==> src/rtl/calc_alu_seq.sv <==
`timescale 1ns/1ps
`default_nettype none
// +----------------------------------------------------------------------------+
// | calc_alu_seq: sequential sign-magnitude add/sub/multiply unit sharing one |
// | adder. Optional macro CALC_SAT_EN selects saturation on overflow.          |
// | Revision: 1.0                                                              |
// +----------------------------------------------------------------------------+
module calc_alu_seq #(
  parameter int MAG_W = 15
) (
  input  logic             clk,
  input  logic             nRST,
  input  logic             start,
  input  logic [2:0]       op,
  input  logic [MAG_W:0]   a_in,
  input  logic [MAG_W:0]   b_in,
  output logic             busy,
  output logic             done,
  output logic [MAG_W:0]   result,
  output logic             ovf,
  output logic             err
);

  localparam int           c_DW     = 2 * MAG_W;
  localparam int           c_CW     = $clog2(MAG_W + 1);
  localparam logic [2:0]   c_OP_ADD = 3'b010;
  localparam logic [2:0]   c_OP_SUB = 3'b011;
  localparam logic [2:0]   c_OP_MUL = 3'b100;
  localparam logic [c_CW-1:0] c_LAST = c_CW'(MAG_W - 1);

  typedef enum logic [1:0] {IDLE = 2'd0, EXEC = 2'd1, DONE = 2'd2} state_t;

  state_t                r_state;
  logic [2:0]            r_op;
  logic                  r_sa;
  logic                  r_sb;
  logic [MAG_W-1:0]      r_ma;
  logic [MAG_W-1:0]      r_mb;
  logic [c_DW-1:0]       r_mcand;
  logic [c_DW-1:0]       r_acc;
  logic [c_CW-1:0]       r_cnt;

  logic                  w_sb_eff;
  logic                  w_a_ge;
  logic                  w_diff;
  logic [MAG_W-1:0]      w_big;
  logic [MAG_W-1:0]      w_small;
  logic [c_DW-1:0]       w_x;
  logic [c_DW-1:0]       w_y;
  logic                  w_cin;
  logic [c_DW-1:0]       w_mag;
  logic                  w_sign;
  logic                  w_ovf;
  logic [MAG_W-1:0]      w_mag_out;
  logic [MAG_W:0]        w_result;

  // Subtract is an add with B's sign flipped; unlike signs subtract the
  // smaller magnitude from the larger so the difference is never negative.
  assign w_sb_eff = r_sb ^ (r_op == c_OP_SUB);
  assign w_a_ge   = (r_ma >= r_mb);
  assign w_diff   = r_sa ^ w_sb_eff;
  assign w_big    = w_a_ge ? r_ma : r_mb;
  assign w_small  = w_a_ge ? r_mb : r_ma;

  always_comb begin
    w_x   = '0;
    w_y   = '0;
    w_cin = 1'b0;
    if (r_op == c_OP_MUL) begin
      w_x = r_acc;
      w_y = r_mb[0] ? r_mcand : '0;
    end else begin
      w_x   = c_DW'(w_big);
      w_y   = w_diff ? ~(c_DW'(w_small)) : c_DW'(w_small);
      w_cin = w_diff;
    end
  end

  // The single shared adder.
  assign w_mag  = w_x + w_y + c_DW'(w_cin);
  assign w_sign = (r_op == c_OP_MUL) ? (r_sa ^ r_sb) : (w_a_ge ? r_sa : w_sb_eff);
  assign w_ovf  = |w_mag[c_DW-1:MAG_W];

`ifdef CALC_SAT_EN
  assign w_mag_out = w_ovf ? {MAG_W{1'b1}} : w_mag[MAG_W-1:0];
`else
  assign w_mag_out = w_mag[MAG_W-1:0];
`endif

  // A zero magnitude is always reported as positive zero.
  assign w_result = (w_mag_out == '0) ? '0 : {w_sign, w_mag_out};

  always_ff @(posedge clk or negedge nRST) begin
    if (!nRST) begin
      r_state <= IDLE;
      r_op    <= '0;
      r_sa    <= 1'b0;
      r_sb    <= 1'b0;
      r_ma    <= '0;
      r_mb    <= '0;
      r_mcand <= '0;
      r_acc   <= '0;
      r_cnt   <= '0;
      busy    <= 1'b0;
      done    <= 1'b0;
      result  <= '0;
      ovf     <= 1'b0;
      err     <= 1'b0;
    end else begin
      case (r_state)
        IDLE: begin
          done <= 1'b0;
          if (start) begin
            r_op    <= op;
            r_sa    <= a_in[MAG_W];
            r_ma    <= a_in[MAG_W-1:0];
            r_sb    <= b_in[MAG_W];
            r_mb    <= b_in[MAG_W-1:0];
            r_mcand <= c_DW'(a_in[MAG_W-1:0]);
            r_acc   <= '0;
            r_cnt   <= '0;
            ovf     <= 1'b0;
            err     <= 1'b0;
            busy    <= 1'b1;
            r_state <= EXEC;
          end
        end
        EXEC: begin
          if (r_op == c_OP_MUL) begin
            // Shift-and-add, one multiplier bit per cycle, LSB first.
            r_acc   <= w_mag;
            r_mcand <= r_mcand << 1;
            r_mb    <= r_mb >> 1;
            r_cnt   <= r_cnt + 1'b1;
            if (r_cnt == c_LAST) begin
              result  <= w_result;
              ovf     <= w_ovf;
              done    <= 1'b1;
              r_state <= DONE;
            end
          end else if ((r_op == c_OP_ADD) || (r_op == c_OP_SUB)) begin
            result  <= w_result;
            ovf     <= w_ovf;
            done    <= 1'b1;
            r_state <= DONE;
          end else begin
            result  <= '0;
            ovf     <= 1'b0;
            err     <= 1'b1;
            done    <= 1'b1;
            r_state <= DONE;
          end
        end
        DONE: begin
          done    <= 1'b0;
          busy    <= 1'b0;
          r_state <= IDLE;
        end
        default: begin
          r_state <= IDLE;
        end
      endcase
    end
  end

endmodule
`default_nettype wire

==> config.mk <==
export PLATFORM = sky130hd
export DESIGN_NAME = calc_alu_seq
export DESIGN_NICKNAME = d
export VERILOG_FILES = /design/src/rtl/calc_alu_seq.sv
export SDC_FILE = /design/constraint.sdc
export NUM_CORES = 1
export LEC_CHECK = 0
export ABC_CLOCK_PERIOD_IN_PS = 13900
export BUFFER_PORTS_ARGS = -buffer_cell sky130_fd_sc_hd__clkbuf_2
export CORE_MARGIN = 3
export CORE_UTILIZATION = 60
export CTS_BUF_LIST = sky130_fd_sc_hd__clkbuf_4 sky130_fd_sc_hd__clkbuf_8
export DETAILED_ROUTE_END_ITERATION = 10
export GPL_TIMING_DRIVEN = 0
export MAX_ROUTING_LAYER = met4
export PLACE_DENSITY = 0.83
export SLEW_MARGIN = 0
export SYNTH_ARGS = -nofsm -noshare
export SYNTH_HDL_FRONTEND = slang
export SYNTH_SLANG_ARGS = --single-unit
==> constraint.sdc <==
create_clock -name clk -period 13.9 [get_ports clk]
set_input_delay 1.39 -clock clk [delete_from_list [all_inputs] [get_ports clk]]
set_output_delay 1.39 -clock clk [all_outputs]
set_load 0.01 [all_outputs]
Word-level counts from Yosys, hierarchy flattened --
Cells that the tools add are included. W data, S select, Z words.
Operators by class: bitwise logic cells 4, equality and inequality tests 12, order comparisons 1, muxes and demuxes 42, reduce and logical (&&, ||, !) cells 16, $add $sub $neg 3
Operators with widths (count):
- $mux W30 | 8
- $pmux W30 S2 | 2
- $mux W16 | 4
- $mux W15 | 4
- $add A30 B1 Y30 | 1
- $add A30 B30 Y30 | 1
- $not A15 Y30 | 1
- $pmux W15 S2 | 1
- $ge A15 B15 Y1 | 1
- $logic_not A15 Y1 | 1
- $reduce_or A15 Y1 | 1
- $mux W1 | 12
- $reduce_and A2 Y1 | 5
- $mux W4 | 2
- $ne A2 B2 Y1 const B | 4
- $pmux W1 S2 | 4
- $pmux W4 S2 | 1
- $eq A3 B2 Y1 const B | 2
- $mux W2 | 3
- $reduce_and A3 Y1 | 2
- $reduce_bool A2 Y1 | 3
- $add A4 B1 Y4 const B | 1
- $eq A4 B4 Y1 const B | 1
- $pmux W2 S2 | 1
- 10 further kinds | 12
Word-level totals: output and inout bits 20, bits of input ports 38, flip-flop bits (word level) 121, logic and storage cells 92

Depth between registers and ports, before layout --
depth in word-level cells 11, gate-level depth with buffers 24, mapped depth without buffers 23

Least setup slack after synthesis --
Ideal clock, no wire load.
path kind reg-to-reg, from register r_ma[0], to register ovf, setup time 0.141 ns, data required time 13.759 ns, cell stages (with the launch flop) 25, slack 9.382 ns, path buffers 1, clock period less this slack 4.518 ns, arrival 4.377 ns, cell sequence dfrtp_1 -> inv_1 -> ha_1 -> nand2b_1 -> a21o_1 -> a21oi_1 -> o2111ai_1 -> nand2_1 -> o21ai_1 -> clkbuf_1 -> mux2i_1 -> nor2_1 -> a21oi_1 -> fa_1 -> inv_1 -> fa_1 -> a21o_1 -> a221oi_2 -> o21bai_2 -> a21oi_1 -> o21ai_1 -> a221o_1 -> a21oi_2 -> xor2_1 -> a41oi_1
Between the ends: word-level cells in the longest chain between the ends 11, elaborated cells between the ends (all ways) 14, those cells by class add/sub (2); order compare (1); mux (9); bitwise (1); reduce/logical (1)
RTL lines:
- start: declaration | line 37 | logic [MAG_W-1:0] r_ma;
- start signal: assignment | line 116 | r_ma <= a_in[MAG_W-1:0];
- $ge A15 B15 Y1 | line 60 | assign w_a_ge = (r_ma >= r_mb);
- $mux W15 | line 63 | assign w_small = w_a_ge ? r_mb : r_ma;
- $not A15 Y30 | line 74 | w_y = w_diff ? ~(c_DW'(w_small)) : c_DW'(w_small);
- $mux W30 | line 74
- $mux W30 | line 69 | if (r_op == c_OP_MUL) begin
- $add A30 B30 Y30 * | line 80 | assign w_mag = w_x + w_y + c_DW'(w_cin);
- $add A30 B1 Y30 * | line 80
- $reduce_or A15 Y1 * | line 82 | assign w_ovf = |w_mag[c_DW-1:MAG_W];
- $mux W1, on equally long branches | line 141, 135
- $mux W1 * | line 129 | if (r_op == c_OP_MUL) begin
- $pmux W1 S2 * | line 110 | case (r_state)
- end signal: assignment | line 137 | ovf <= w_ovf;
- end signal: assignment | line 143 | ovf <= w_ovf;
- end: declaration | line 20 | output logic ovf,
Mark *: on every way between the ends. The rest lies on a longest branch, timed or not. The select of a mux whose other input is x is not followed. A chain may end at the register's enable or synchronous reset.

Worst setup path after layout --
Ends and elaborated chain as after synthesis.

==> impl_metrics.ini <==
[run_status]
outcome = finished clean

[place]
dp.cells = 1190
routabilityCongestion = 1.01
hpwl_mm = 17.2
portBuffers = 57

[sta]
final-max-slew-violation-count = 0
finalHoldViolCount = 0
finalSetupViolCount = 0
relSlewSlack = 0.289
fin_crit_sh = 0.408
rsz0062_at_grt = no
worstMarginPinSlew_ns = 1.06
max_freq_ghz = 0.176
hold_slack_ns = 0.476
fin_crit_ns = 5.68
tns_ns = 0
skew_ns = 0.0133

[worst_hold_path]
min_to = result[7]
hp-class = flop to flop
whs_path_depth = 2
hp-start = result[7]

[die]
io_pins = 58
chipWidth_um = 121
die-area_mm2 = 0.0146
row_count = 41
start_util = 0.620
die_y_um = 121
core_area_mm2 = 0.0128

[finish]
multi_input_area_mm2 = 0.00456
nets = 1122
regArea_mm2 = 0.00303
final_layout_size_suffix_gt1_frac = 0.107
area_growth_pct = 11.8
fin_util = 0.693
final.fill_count = 1072
fin_cells = 1222
n_antenna_cell = 0

[clocking]
clkTransAtPathRegs_ns = 0.08
cts-buffers-inserted = 17
insertion_delay_ns = 0.46
cts_tree = yes
cts.sink_count = 121
ctsLongestPathBuffers = 2
cts_max_level = 4
cts_hold_buf = 0
post_cts_buffers = 0
cts_root_buf = clkbuf_8
post_cts_resize_count = 0

[yosys]
synth_ff_type = dfrtp_1
synth.largest_area_cell = dfrtp_1
ys_types = 62
ys_warn_count = 0
yosysSeqAreaShare = 0.382
syn_nets = 1045
syn_avg_cell_area_um2 = 8.25
synth_top_cells_by_area = dfrtp_1 38%, nand2_1 11%, ha_1 7.1%, mux2i_1 5.8%, o21ai_0 4.5%
synth_edf_count = 0
netlist_area_mm2 = 0.00792
synth_top_cell_area_share = 0.382
synthArstFlopShare = 1.00
ys_seq_elements = 121
syn_inst = 960

[global_routing]
overflow = 0
grt_max_degree = 85
grt_pass1_vias = 7012
grt_usage = 0.331
antenna_found_initial = 0
grt_pass1_wl_mm = 36.5

[worst_setup_path]
rr_worst_depth = 24
rr_startpoint = r_ma[0]
cp.arrival_ns = 6.00
rrSetupSlack_ns = 8.22
required_ns = 14.22
r2r_end = ovf
end_kind = flop
critical_path_class = flop to flop
cp-start-kind = flop
critPathMaxFanout = 10

[detailed_routing]
dr.pass1.iters = 7
num_vias = 7381
drt_iter0_drc = 836
routed_wl_mm = 22.5
antenna_left = 0
viasPerCell = 6.04
post_drt_wl_per_cell_um = 18.4
drc_errors = 0

[job]
cap_viol_max_count = 0
## cell usage after synthesis, types with 3 or more instances
cell type and n:
a21o_1 14, a21oi_1 64, a21oi_2 3, a22o_1 9, a22oi_1 14, a31oi_1 3, and2_1 15, and3_1 6
and4_1 3, buf_2 3, buf_6 3, clkbuf_1 49, dfrtp_1 121, ha_1 45, inv_1 23, mux2i_1 46
nand2_1 233, nand2b_1 7, nand3_1 55, nand4_1 7, nor2_1 54, nor2b_1 3, nor3_1 5, o211ai_1 4
o21a_1 6, o21ai_0 72, o21ai_1 7, o221ai_1 6, o31ai_1 3, xnor2_1 18, xor2_1 17
## routing by layer
metal,vias up,track usage,wire (µm)
met3,49,0.0881,2080
met5,-,-,0
li1,3494,-,-
met2,325,0.464,9580
met4,0,0.107,619
met1,3513,0.469,10200
## cell type report
type,instances,area share
Multi-Input combinational cell,758,0.515
Sequential cell,121,0.342
Timing Repair Buffer,58,0.0363
Clock buffer,21,0.0312
Buffer,57,0.0273
Tap cell,172,0.0243
Clock inverter,11,0.0137
Inverter,24,0.0102
## flip-flops by register name (all words and copies together), names as in the netlist
register / cells
ovf: 1
r_cnt: 4
result: 16
r_sb: 1
busy: 1
r_ma: 15
r_state: 2
done: 1
r_sa: 1
err: 1
r_mcand: 30
r_mb: 15
r_op: 3
r_acc: 30
## cells in the final DEF (no fill, tap or decap), types with 9 or more instances in the layout
cell type / n
a21o_1: 14
a21oi_1: 64
a22o_1: 9
a22oi_1: 14
and2_1: 15
clkbuf_1: 49
clkbuf_2: 57
clkbuf_8: 20
dfrtp_1: 121
ha_1: 45
inv_1: 23
mux2i_1: 46
nand2_1: 233
nand3_1: 55
nor2_1: 54
o21ai_0: 72
xnor2_1: 18
xor2_1: 17
## worst max path at each step
stage,depth (start not counted),slack [ns],startpoint,end
6_report,24,8.22,r_ma[0],ovf
3_5_place_dp,24,8.38,r_mb[8],ovf
2_1_floorplan,24,9.38,r_ma[0],ovf
5_1_grt,24,7.86,r_mb[8],ovf
3_3_place_gp,24,8.42,r_mb[8],ovf
4_1_cts,23,8.35,r_mb[0],ovf
## cells by family after synthesis
logic type,share of synthesized area
xor gates and xnor gates,0.0387
DFF,0.382
adders and majority gates,0.0761
and+or+nand+nor,0.223
AOI/OAI and AO/OA,0.180
muxes,0.0581
buffers and inverters,0.0418
## stage by stage
step	worst slack, ns	instance area (µm²)
2_1_floorplan	9.38	7920
3_3_place_gp	8.42	8420
3_5_place_dp	8.38	8460
4_1_cts	8.35	8860
5_1_grt	7.86	8860
6_report	8.22	8860
## worst max-delay path: stages, from the launching register on
cell and delay [ns]:
dfrtp_1 0.39, inv_1 0.08, ha_1 0.27, nand2b_1 0.09, a21o_1 0.11, a21oi_1 0.07, o2111ai_1 0.20, nand2_1 0.09
o21ai_1 0.28, clkbuf_1 0.53, mux2i_1 0.26, nor2_1 0.05, a21oi_1 0.21, fa_1 0.28, inv_1 0.07, fa_1 0.40
a21o_1 0.23, a221oi_2 0.39, o21bai_2 0.12, a21oi_1 0.29, o21ai_1 0.16, a221o_1 0.38, a21oi_2 0.15, xor2_1 0.27
a41oi_1 0.16
Power is left out: the tool's default activity adds up to more than one toggle a clock period on the data nets, which glitch-free logic cannot reach.
